`config.mk`:
```
export PLATFORM = sky130hd
export DESIGN_NAME = ff_mem_arb
export DESIGN_NICKNAME = d
export VERILOG_FILES = /design/src/rtl/ff_mem_pkg.sv /design/src/rtl/ff_mem_pick.sv /design/src/rtl/ff_mem_arb.sv
export SDC_FILE = /design/constraint.sdc
export NUM_CORES = 1
export LEC_CHECK = 0
export ABC_AREA = 1
export CELL_PAD_IN_SITES_DETAIL_PLACEMENT = 2
export CELL_PAD_IN_SITES_GLOBAL_PLACEMENT = 2
export CORE_MARGIN = 2
export CORE_UTILIZATION = 20
export CTS_BUF_LIST = sky130_fd_sc_hd__clkbuf_2 sky130_fd_sc_hd__clkbuf_4 sky130_fd_sc_hd__clkbuf_8
export CTS_CLUSTER_DIAMETER = 80
export CTS_CLUSTER_SIZE = 25
export DETAILED_ROUTE_END_ITERATION = 8
export GPL_ROUTABILITY_DRIVEN = 0
export PLACE_DENSITY = 0.8
export REMOVE_ABC_BUFFERS = 1
export SYNTH_ARGS = -nofsm -noshare
export SYNTH_HDL_FRONTEND = slang
export SYNTH_SLANG_ARGS = --single-unit
```
`constraint.sdc`:
```
create_clock -name clk_12mhz -period 1.2 [get_ports clk_12mhz]
set_input_delay 0.24 -clock clk_12mhz [delete_from_list [all_inputs] [get_ports clk_12mhz]]
set_output_delay 0.24 -clock clk_12mhz [all_outputs]
set_load 0.03 [all_outputs]
```
`src/rtl/ff_mem_pkg.sv`:
```
// Shared types and constants for the board SRAM arbiter.
package ff_mem_pkg;

    typedef enum logic [1:0] {
        ST_IDLE   = 2'd0,
        ST_ACCESS = 2'd1,
        ST_DONE   = 2'd2
    } state_t;

    typedef enum logic {
        GNT_VID = 1'b0,
        GNT_CPU = 1'b1
    } gnt_t;

    localparam int unsigned AW_DEF      = 18;
    localparam int unsigned DW_DEF      = 16;
    localparam int unsigned ACC_CYC_DEF = 2;

    // Strobe bundle order: {ce_n, oe_n, we_n, ub_n, lb_n, dq_oe}
    localparam logic [5:0] STROBES_OFF = 6'b111110;

    // Active strobe pattern for one access of the given direction and lanes.
    function automatic logic [5:0] sram_strobes(input logic we, input logic [1:0] be);
        return {1'b0, we, ~we, ~be[1], ~be[0], we};
    endfunction

endpackage

```
`src/rtl/ff_mem_pick.sv`:
```
// Two-way round-robin winner select between video and CPU requests.
module ff_mem_pick
    import ff_mem_pkg::*;
(
    input  gnt_t last,
    input  logic vid_req,
    input  logic cpu_req,
    output logic any,
    output gnt_t win
);

    // On a tie the requester not served last time wins.
    always_comb begin
        any = vid_req | cpu_req;
        win = GNT_VID;
        if (vid_req && cpu_req) begin
            if (last == GNT_CPU) begin
                win = GNT_VID;
            end else begin
                win = GNT_CPU;
            end
        end else if (cpu_req) begin
            win = GNT_CPU;
        end
    end

endmodule

```
`src/rtl/ff_mem_arb.sv`:
```
// Board SRAM arbiter/sequencer: grants video or CPU, runs a fixed-length access
// with registered strobes and returns a one-cycle ack with captured read data.
module ff_mem_arb
    import ff_mem_pkg::*;
#(
    parameter int unsigned AW      = AW_DEF,
    parameter int unsigned DW      = DW_DEF,
    parameter int unsigned ACC_CYC = ACC_CYC_DEF
) (
    input  logic          clk_12mhz,
    input  logic          reset,
    input  logic          vid_req,
    input  logic [AW-1:0] vid_addr,
    output logic          vid_ack,
    output logic [DW-1:0] vid_rdata,
    input  logic          cpu_req,
    input  logic          cpu_we,
    input  logic [1:0]    cpu_be,
    input  logic [AW-1:0] cpu_addr,
    input  logic [DW-1:0] cpu_wdata,
    output logic          cpu_ack,
    output logic [DW-1:0] cpu_rdata,
    output logic [AW-1:0] sram_addr,
    output logic [DW-1:0] sram_dq_o,
    output logic          sram_dq_oe,
    input  logic [DW-1:0] sram_dq_i,
    output logic          sram_ce_n,
    output logic          sram_oe_n,
    output logic          sram_we_n,
    output logic          sram_ub_n,
    output logic          sram_lb_n,
    output logic          busy
);

    localparam int unsigned CW = (ACC_CYC > 1) ? $clog2(ACC_CYC) : 1;

    state_t          state_q, state_d;
    gnt_t            gnt_q, gnt_d;
    gnt_t            last_q, last_d;
    logic [CW-1:0]   cnt_q, cnt_d;
    logic            we_q, we_d;
    logic [1:0]      be_q, be_d;
    logic [AW-1:0]   addr_q, addr_d;
    logic [DW-1:0]   dqo_q, dqo_d;
    logic [5:0]      strb_q, strb_d;
    logic            vid_ack_q, vid_ack_d;
    logic            cpu_ack_q, cpu_ack_d;
    logic [DW-1:0]   vid_rdata_q, vid_rdata_d;
    logic [DW-1:0]   cpu_rdata_q, cpu_rdata_d;
    logic            busy_q, busy_d;

    logic            any_req;
    gnt_t            win;

    ff_mem_pick u_pick (
        .last    (last_q),
        .vid_req (vid_req),
        .cpu_req (cpu_req),
        .any     (any_req),
        .win     (win)
    );

    // Next-state, latched transaction fields and registered output values.
    always_comb begin
        state_d     = state_q;
        gnt_d       = gnt_q;
        last_d      = last_q;
        cnt_d       = cnt_q;
        we_d        = we_q;
        be_d        = be_q;
        addr_d      = addr_q;
        dqo_d       = dqo_q;
        strb_d      = STROBES_OFF;
        vid_ack_d   = 1'b0;
        cpu_ack_d   = 1'b0;
        vid_rdata_d = vid_rdata_q;
        cpu_rdata_d = cpu_rdata_q;

        unique case (state_q)
            ST_IDLE: begin
                if (any_req) begin
                    gnt_d = win;
                    cnt_d = CW'(ACC_CYC - 1);
                    if (win == GNT_CPU) begin
                        we_d   = cpu_we;
                        be_d   = cpu_be;
                        addr_d = cpu_addr;
                        if (cpu_we) begin
                            dqo_d = cpu_wdata;
                        end
                    end else begin
                        we_d   = 1'b0;
                        be_d   = 2'b11;
                        addr_d = vid_addr;
                    end
                    // Strobes registered here so they are live in the first ACCESS cycle.
                    strb_d  = sram_strobes(we_d, be_d);
                    state_d = ST_ACCESS;
                end
            end
            ST_ACCESS: begin
                if (cnt_q == '0) begin
                    if (!we_q) begin
                        if (gnt_q == GNT_CPU) begin
                            cpu_rdata_d = sram_dq_i;
                        end else begin
                            vid_rdata_d = sram_dq_i;
                        end
                    end
                    if (gnt_q == GNT_CPU) begin
                        cpu_ack_d = 1'b1;
                    end else begin
                        vid_ack_d = 1'b1;
                    end
                    state_d = ST_DONE;
                end else begin
                    cnt_d  = cnt_q - CW'(1);
                    strb_d = sram_strobes(we_q, be_q);
                end
            end
            ST_DONE: begin
                // Requests are not sampled here; the ack'd master drops req this edge.
                last_d  = gnt_q;
                state_d = ST_IDLE;
            end
            default: begin
                state_d = ST_IDLE;
            end
        endcase

        busy_d = (state_d != ST_IDLE);
    end

    // State register with synchronous active-low reset; abandons any access.
    always_ff @(posedge clk_12mhz) begin
        if (!reset) begin
            state_q     <= ST_IDLE;
            gnt_q       <= GNT_VID;
            last_q      <= GNT_CPU;
            cnt_q       <= '0;
            we_q        <= 1'b0;
            be_q        <= 2'b00;
            addr_q      <= '0;
            dqo_q       <= '0;
            strb_q      <= STROBES_OFF;
            vid_ack_q   <= 1'b0;
            cpu_ack_q   <= 1'b0;
            vid_rdata_q <= '0;
            cpu_rdata_q <= '0;
            busy_q      <= 1'b0;
        end else begin
            state_q     <= state_d;
            gnt_q       <= gnt_d;
            last_q      <= last_d;
            cnt_q       <= cnt_d;
            we_q        <= we_d;
            be_q        <= be_d;
            addr_q      <= addr_d;
            dqo_q       <= dqo_d;
            strb_q      <= strb_d;
            vid_ack_q   <= vid_ack_d;
            cpu_ack_q   <= cpu_ack_d;
            vid_rdata_q <= vid_rdata_d;
            cpu_rdata_q <= cpu_rdata_d;
            busy_q      <= busy_d;
        end
    end

    assign sram_ce_n  = strb_q[5];
    assign sram_oe_n  = strb_q[4];
    assign sram_we_n  = strb_q[3];
    assign sram_ub_n  = strb_q[2];
    assign sram_lb_n  = strb_q[1];
    assign sram_dq_oe = strb_q[0];
    assign sram_addr  = addr_q;
    assign sram_dq_o  = dqo_q;
    assign vid_ack    = vid_ack_q;
    assign cpu_ack    = cpu_ack_q;
    assign vid_rdata  = vid_rdata_q;
    assign cpu_rdata  = cpu_rdata_q;
    assign busy       = busy_q;

endmodule

```
After elaboration in Yosys (flattened, before gate mapping)

Cells that the tools add are included.

Register bits after elaboration: 83
Input bits: 75
Word-level logic and storage cells: 60
Output and inout bits: 75

Reductions and logical operators: 10
Bitwise gates (word level): 11
Equality and inequality tests: 3
Add/sub/neg operators: 1
Multiplexer cells: 21

Operators with widths:

| operator                                                         | count |
|---|---|
| 18-bit 2-to-1 mux                                                | 1 |
| 6-bit 2-to-1 mux                                                 | 2 |
| 6-bit case mux with 2 select lines                               | 1 |
| 4-bit AND reduction                                              | 3 |
| 1-bit 2-to-1 mux                                                 | 10 |
| 2-bit 2-to-1 mux                                                 | 5 |
| 1-bit inverter                                                   | 10 |
| 2-bit case mux with 2 select lines                               | 1 |
| 2-bit AND reduction                                              | 2 |
| 2-bit nonzero test                                               | 2 |
| 3-bit OR reduction                                               | 1 |
| 2-bit by 1-bit == test with 1-bit output (second input constant) | 1 |
| 2-bit == test (second input constant)                            | 1 |
| 2-bit logical NOT                                                | 1 |
| 2-bit inequality test (second input constant)                    | 1 |
| 1-bit case mux with 2 select lines                               | 1 |
| 1-bit logical AND                                                | 1 |
| 1-bit OR                                                         | 1 |
| 1-bit subtractor (second input constant)                         | 1 |

Depth between registers and ports, before layout

Gate-level depths: netlist of run 1.

Depth after elaboration: 8
Gate-level depth with buffers: 8
Mapped depth without buffers: 7

Modules after synthesis

Synthesis of run 1 repeated with hierarchy kept, for this count alone.

Cells, all modules: 496
Area total of the unflattened synthesis: 3505.9 um^2

By module, submodules not included:

| module      | sequential area each (um^2) | area an instance (um^2) | cells an instance | times used |
|---|---|---|---|---|
| ff_mem_arb  | 1661.6                      | 3490.8                  | 493               | 1 |
| ff_mem_pick | 0.0                         | 15.0                    | 3                 | 1 |

Worst setup path before layout of run 1

No wires, ideal clock.

Kind: register -> register
Start: reg state_q[0]
End: reg addr_q[10], in the netlist sram_addr[10]
Stages on the path, launching flop included: 9
Setup time: 116 ps
Required time: 1084 ps
Slack: 10 ps
Clock period less this slack: 1190 ps
Buffers on the path: 2
Arrival: 1074 ps
Cells stage by stage: dfxtp_1 -> inv_2 -> nand2_1 -> nor2_1 -> buf_2 -> buf_4 -> nand2_1 -> nor2_1 -> nor2_1

Longest elaborated chain between the ends: 2

Ends and longest elaborated chain:

| what                          | RTL line          | text |
|---|---|---|
| start: declaration            | ff_mem_arb.sv:37  | `state_t state_q, state_d;` |
| start signal: assignment      | ff_mem_arb.sv:152 | `state_q <= state_d;` |
| 2-bit logical NOT             | ff_mem_arb.sv:79  | `unique case (state_q)` |
| 2-bit AND reduction (no line) | -                 |  |
| end signal: assignment        | ff_mem_arb.sv:158 | `addr_q <= addr_d;` |
| end: declaration              | ff_mem_arb.sv:43  | `logic [AW-1:0] addr_q, addr_d;` |

Every way passes these cells.
A chain may end at the register's enable or synchronous reset.

Worst setup path after layout of run 1

Start: reg state_q[1]
End: reg dqo_q[12], in the netlist sram_dq_o[12]

Longest elaborated chain between the ends: 2

Ends and longest elaborated chain:

| what                          | RTL line          | text |
|---|---|---|
| 2-bit logical NOT             | ff_mem_arb.sv:79  |  |
| 4-bit AND reduction (no line) | -                 |  |
| end signal: assignment        | ff_mem_arb.sv:159 | `dqo_q <= dqo_d;` |
| end: declaration              | ff_mem_arb.sv:44  | `logic [DW-1:0] dqo_q, dqo_d;` |

Every way passes these cells.

==> metrics.md, run 1 <==
| Metric | Value |
|---|---|
| Leakage | 0.00286 µW |
| Final Max Tran Viols | 0 |
| CTS H-tree lvls | 3 |
| Critical path data arrival time | 1520 ps |
| Yosys cell types | 20 |
| Worst slew pin tran | 296 ps |
| RSZ-0062 raised after global routing | yes |
| Clk slew on worst S/H paths | 90 ps |
| Final setup fails | 10 |
| Fillers | 2014 |
| Clock Tree Root | clkbuf_8 |
| Core Rows | 48 |
| Yosys reg bits | 83 |
| Ys flop type | dfxtp_1 |
| Fraction of the yosys area taken by sequential cells | 0.465 |
| Clock Power Share | 0.319 |
| Global-route wire length before repair | 21400 µm |
| Die X | 138 µm |
| Clock buffer depth | 2 |
| First-pass DRT Iterations | 4 |
| Ys Warns | 0 |
| Via count | 3848 |
| Cells after Synth | 526 |
| Sw frac | 0.315 |
| CTS Buf Count | 9 |
| Final Skew | 10.0 ps |
| # IOs | 150 |
| Number of global-route vias before repair | 4217 |
| Crit. End Element | flop |
| Placed insts | 894 |
| Min Tclk post-route | 1220 ps |
| Leading area contributor after synthesis | dfxtp_1 |
| Clock Sinks | 83 |
| Area share of the leading cell type in the synthesized netlist | 0.465 |
| Hold crit path type | in -> reg |
| WL/cell | 15.4 µm |
| Kind of critical path | reg -> reg |
| Slew margin rel. | 0.803 |
| Residual DRC | 0 |
| Asr flop ratio synth | 0 |
| P per Cell Area | 1360 nW/µm² |
| Maximum vdd drop | 0.000555 V |
| DRT iter0 DRCs | 117 |
| Synth cell count leaders | nor2_1 (136), nand2_1 (120), dfxtp_1 (83) |
| Period utilization | 1.02 |
| Clk_lat worst skew | 370 ps |
| # port buffers | 149 |
| Crit path required time | 1500 ps |
| Register area | 1680 µm² |
| Vias per inst | 4.19 |
| FF-to-FF setup slack | -20 ps |
| CP Launch Type | flop |
| Synthesized cell area | 3580 µm² |
| Synth top area cells | dfxtp_1 (46%), nor2_1 (14%), nand2_1 (13%), inv_1 (6.0%), nand3_1 (5.3%) |
| Largest net degree at the start of global routing | 37 |
| Setup TNS | -90.6 ps |
| Maxcap violations | 0 |
| Core Footprint | 17400 µm² |
| Min setup slack post-route | -21.7 ps |
| Internal | 5470 µW |
| Antenna violations before repair | 0 |
| Top-count cell post-synth | nor2_1 |
| Area grow syn2layout | 64.0% |
| Layout Nets | 763 |
| Hold Fails Final Rpt | 0 |
| Fmax | 819 MHz |
| DP HPWL | 10300 µm |
| Final Non-Filler Cells | 918 |
| Multi-input logic area | 1600 µm² |
| DIE AREA | 19000 µm² |
| ANT cells | 0 |
| Final wirelength | 14100 µm |
| Die Height | 138 µm |
| Status | finished with violations |
| Tot GR Track Use | 0.145 |
| Reg power frac | 0.399 |
| Power Total | 7980 µW |
| Initial core utilization | 0.205 |
| DRT antenna net count | 0 |
| GRT overflow | 0 |
| Logic pwr share | 0.282 |
| Share of layout cells above drive strength 1 | 0.255 |
| Post-synth EDFFs | 0 |
| TritonCTS clock tree | done |
| NetSw | 2510 µW |
| Post-Syn Area per Cell | 6.80 µm² |
| Critical Path Fanout Max | 33 |
| Failing checks | negative setup slack |
-- sequential cells by signal (all words and copies together), names as in the netlist, 2 cells and up --
| name | cells |
|---|---|
| state_q | 2 |
| be_q | 2 |
| sram_addr | 18 |
| vid_rdata | 16 |
| sram_dq_o | 16 |
| strb_q | 6 |
| cpu_rdata | 16 |
-- power groups by stage --
stage | combinational (µW) | sequential [µW] | clock [µW]
finish | 2250 | 3180 | 2550
global route | 2440 | 3210 | 2750
CTS | 2220 | 3180 | 2650
detailed placement | 2120 | 3230 | 0
global placement | 2030 | 3220 | 0
floorplan | 635 | 3590 | 0
-- through the flow --
stage / hold WS, ps / area [µm²] / utilization / setup slack [ps]
6_report: 287 / 5860 / 0.337 / -21.7
2_1_floorplan: 309 / 3440 / - / -838
3_3_place_gp: 453 / 5390 / 0.310 / -341
4_1_cts: 278 / 5760 / 0.331 / -51.2
3_5_place_dp: 471 / 5390 / 0.310 / -465
5_1_grt: 298 / 5860 / 0.337 / -118
-- timing repair --
action,CTS,global route
buffers inserted,4,2
setup endpoints to repair,69,77
pin swaps,2,4
hold buffers,0,0
gates resized for setup,14,26
gates cloned,1,2
-- routing by layer --
metal	track usage	vias to the layer above	part of all wire
met1	0.158	1851	0.40
li1	-	1895	-
met3	0.0287	20	0.041
met2	0.272	82	0.54
met5	0	-	0
met4	0.0624	0	0.021
-- cell type report --
| type | instances | share of cell area |
|---|---|---|
| clock buffer | 12 | 0.0260 |
| timing repair buffer | 178 | 0.308 |
| clock inverter | 4 | 0.0166 |
| tap | 225 | 0.0480 |
| multi-input combinational | 353 | 0.272 |
| inverter | 63 | 0.0420 |
| sequential | 83 | 0.287 |
-- path summary, 6_finish.rpt --
kind,cells after the start,from,to
setup / recovery,6,state_q[1],sram_dq_o[12]
setup reg to reg,6,state_q[1],sram_dq_o[12]
hold reg to reg,2,cpu_rdata[10],cpu_rdata[10]
hold / removal,3,reset,cnt_q
-- critical path, cell delays in order, from the launching register on --
cell and delay [ps]:
dfxtp_4 370, nor2_2 200, nand4_4 130, buf_12 190, nand2_1 80, nand2_1 60, nor2_1 100
-- layout by cell type, fill, tap and decap left out, types with 2 or more instances in the layout --
master           count
clkbuf_16            2
nand2_4              2
nor2_2              25
o21ai_0             17
nand2_2              3
nor2_8               3
nor2_4               2
dfxtp_4              2
inv_4                2
inv_1               57
clkdlybuf4s50_1     72
clkbuf_4             2
nand2_1            116
nor2_1             132
a21oi_1              6
o21ai_1              6
buf_4               81
buf_12              20
dfxtp_1             71
bufinv_16            3
nand3_1             38
dfxtp_2             10
clkbuf_8            10
inv_2                3
-- cell families after synthesis --
kind of cell / Yosys count / synth area share
simple gates: 323 / 0.389
flops: 83 / 0.465
compound gates: 30 / 0.0420
buf+inv: 90 / 0.105
Note: power is estimated with default switching activity, not from simulation.
==> run 2: changes to the inputs <==
SETUP_SLACK_MARGIN = 0.4   (was not set)
==> run 2 against run 1 <==
The run still ends with negative setup slack left. Die area is the same. Non-clock buffer count grew 39. Sequential share of layout area decreased by 3.8 points. First-iteration DRC count up 33%. Via count is 12% higher. Sequential cell count stayed put. Maximum frequency is 11% lower. Worst setup slack got worse by 160 ps. Utilization increased by 7.3 points. Sequential power up 3%. Highest routed layer unchanged.
==> metrics.md, run 2 (synthesis results as in run 1) <==
| Metric | Value |
|---|---|
| Crit. End Element | flop (unchanged) |
| DP HPWL | 10300 µm (unchanged) |
| Capture point of the critical path | cpu_rdata[3] (was sram_dq_o[12]) |
| Worst slew pin tran | 456 ps (was 296 ps) |
| Hold crit path type | in -> reg (unchanged) |
| Die Height | 138 µm (unchanged) |
| Fmax | 725 MHz (was 819 MHz) |
| Area grow syn2layout | 99.5% (was 64.0%) |
| CP bufs+invs | 3 (was 1) |
| CP Launch Type | flop (unchanged) |
| Crit path cell chain | inv_4 -> nand2_4 -> nor2_4 -> buf_12 -> clkbuf_16 -> nand3_2 -> nand2_1 -> nor2_1 (was nor2_2 -> nand4_4 -> buf_12 -> nand2_1 -> nand2_1 -> nor2_1) |
| Most frequent cells in the layout | nor2_1 (117), nand2_1 (76), dfxtp_2 (76) (was nor2_1 (132), nand2_1 (116), buf_4 (81)) |
| Slew margin rel. | 0.696 (was 0.803) |
| CP Depth | 8 (was 6) |
| CP max stage delay | 380 ps (was 370 ps) |
| Area after DPL | 5390 µm² (unchanged) |
| Crit path required time | 1460 ps (was 1500 ps) |
| CTS H-tree lvls | 3 (unchanged) |
| Tot GR Track Use | 0.190 (was 0.145) |
| Die X | 138 µm (unchanged) |
| CTS Buf Count | 9 (unchanged) |
| Critical path data arrival time | 1640 ps (was 1520 ps) |
| RSZ-0062 raised after global routing | yes (unchanged) |
| Cell family with most CP delay | simple AND/OR/NAND/NOR gates (unchanged) |
| TritonCTS clock tree | done (unchanged) |
| FF-to-FF path depth | 8 (was 6) |
| Largest net degree at the start of global routing | 28 (was 37) |
| Clock buffer depth | 2 (unchanged) |
| Status | finished with violations (unchanged) |
| Clk_lat worst skew | 380 ps (was 370 ps) |
| Most common cell after layout, fill and taps aside | nor2_1 (unchanged) |
| FF-to-FF setup slack | -180 ps (was -20 ps) |
| Post-route cell area | 7130 µm² (was 5860 µm²) |
| Multi-input logic area | 2090 µm² (was 1600 µm²) |
| Maximum vdd drop | 0.000575 V (was 0.000555 V) |
| Fillers | 1889 (was 2014) |
| Layout Nets | 802 (was 763) |
| Leakage | 0.00322 µW (was 0.00286 µW) |
| Share of layout cells above drive strength 1 | 0.518 (was 0.255) |
| Failing checks | negative setup slack (unchanged) |
| Global-route wire length before repair | 26900 µm (was 21400 µm) |
| Reg2reg end | cpu_rdata[3] (was sram_dq_o[12]) |
| DRT iter0 DRCs | 156 (was 117) |
| Final wirelength | 19700 µm (was 14100 µm) |
| Residual DRC | 0 (unchanged) |
| DRT antenna net count | 0 (unchanged) |
| Via count | 4294 (was 3848) |
| Max FFs per register | 18 (unchanged) |
| Hold Fails Final Rpt | 0 (unchanged) |
| Final Max Tran Viols | 0 (unchanged) |
| R2R Path Start | state_q[1] (unchanged) |
| Final setup fails | 73 (was 10) |
| Kind of critical path | reg -> reg (unchanged) |
| Core Util, Final | 0.410 (was 0.337) |
| Final Skew | 14.4 ps (was 10.0 ps) |
| Critical Path Fanout Max | 8 (was 33) |
| DIE AREA | 19000 µm² (unchanged) |
| Core Rows | 48 (unchanged) |
| GRT overflow | 0 (unchanged) |
| Period utilization | 1.15 (was 1.02) |
| Register area | 1780 µm² (was 1680 µm²) |
| First-pass DRT Iterations | 4 (unchanged) |
| Clk slew on worst S/H paths | 90 ps (about the same) |
| P per Cell Area | 1270 nW/µm² (was 1360 nW/µm²) |
| Number of global-route vias before repair | 4777 (was 4217) |
| WL/cell | 20.6 µm (was 15.4 µm) |
| # IOs | 150 (unchanged) |
| Clock Sinks | 83 (unchanged) |
| # port buffers | 149 (unchanged) |
| ANT cells | 0 (unchanged) |
| Crit path from | state_q[1] (unchanged) |
| Initial core utilization | 0.205 (unchanged) |
| Antenna violations before repair | 0 (unchanged) |
| Vias per inst | 4.49 (was 4.19) |
| Crit-path slowest cell | dfxtp_4 (unchanged) |
| Clock Tree Root | clkbuf_8 (unchanged) |
| Core Footprint | 17400 µm² (unchanged) |
| Worst Hold Launch | reset (unchanged) |
| Maxcap violations | 0 (unchanged) |
| Min setup slack post-route | -179 ps (was -21.7 ps) |
| Min Tclk post-route | 1380 ps (was 1220 ps) |
[run 2: layout make-up]
cell class              count  area share
multi-input cells         353       0.293
clock buffers              12      0.0214
well taps                 225      0.0395
clock inverters             4      0.0137
inverters                  63      0.0338
repair buffers            217       0.350
flip-flops and latches     83       0.249
[run 2: worst min path at each step]
stage          cells after the start       endpoint
2_1_floorplan                      1      strb_q[1]
3_3_place_gp                       2        be_q[0]
3_5_place_dp                       2  cpu_rdata[10]
4_1_cts                            3        be_q[0]
5_1_grt                            3      strb_q[1]
6_report                           3      strb_q[1]
[run 2: metal layers]
| layer | share of wire | GRT usage | wire [µm] |
|---|---|---|---|
| met4 | 0.047 | 0.0947 | 933 |
| met5 | 0 | 0 | 0 |
| met3 | 0.038 | 0.0350 | 752 |
| met1 | 0.38 | 0.200 | 7420 |
| met2 | 0.54 | 0.359 | 10600 |
[run 2: power breakdown]
group	total [µW]	internal (µW)	leakage, µW	switching [µW]
logic	3140	1450	0.00239	1690
clock network	2650	1490	0.000124	1160
registers	3270	3030	0.000711	236
total	9060	5970	0.00322	3090
[run 2: what timing repair did]
item | in CTS | in global routing
hold buffers | 0 | 0
setup endpoints to repair | 158 | 158
gates resized for setup | 222 | 90
pin swaps | 25 | 19
hold endpoints to repair | 0 | 0
buffers inserted | 27 | 13
cloned | 6 | 1
[run 2: metrics by stage]
step	setup slack, ps	total power, µW	setup TNS [ps]	instances	hold slack [ps]
floorplan	-838	4220	-27280	499	309
global placement	-341	5260	-13040	894	453
detailed placement	-465	5350	-18400	894	471
CTS	-40.1	8600	-774	943	318
global route	-240	9420	-9270	957	373
finish	-179	9060	-4800	957	371
[run 2: tightest hold or removal path: stages]
cell     delay [ps]
buf_2           140
buf_4           230
nand2_1         100
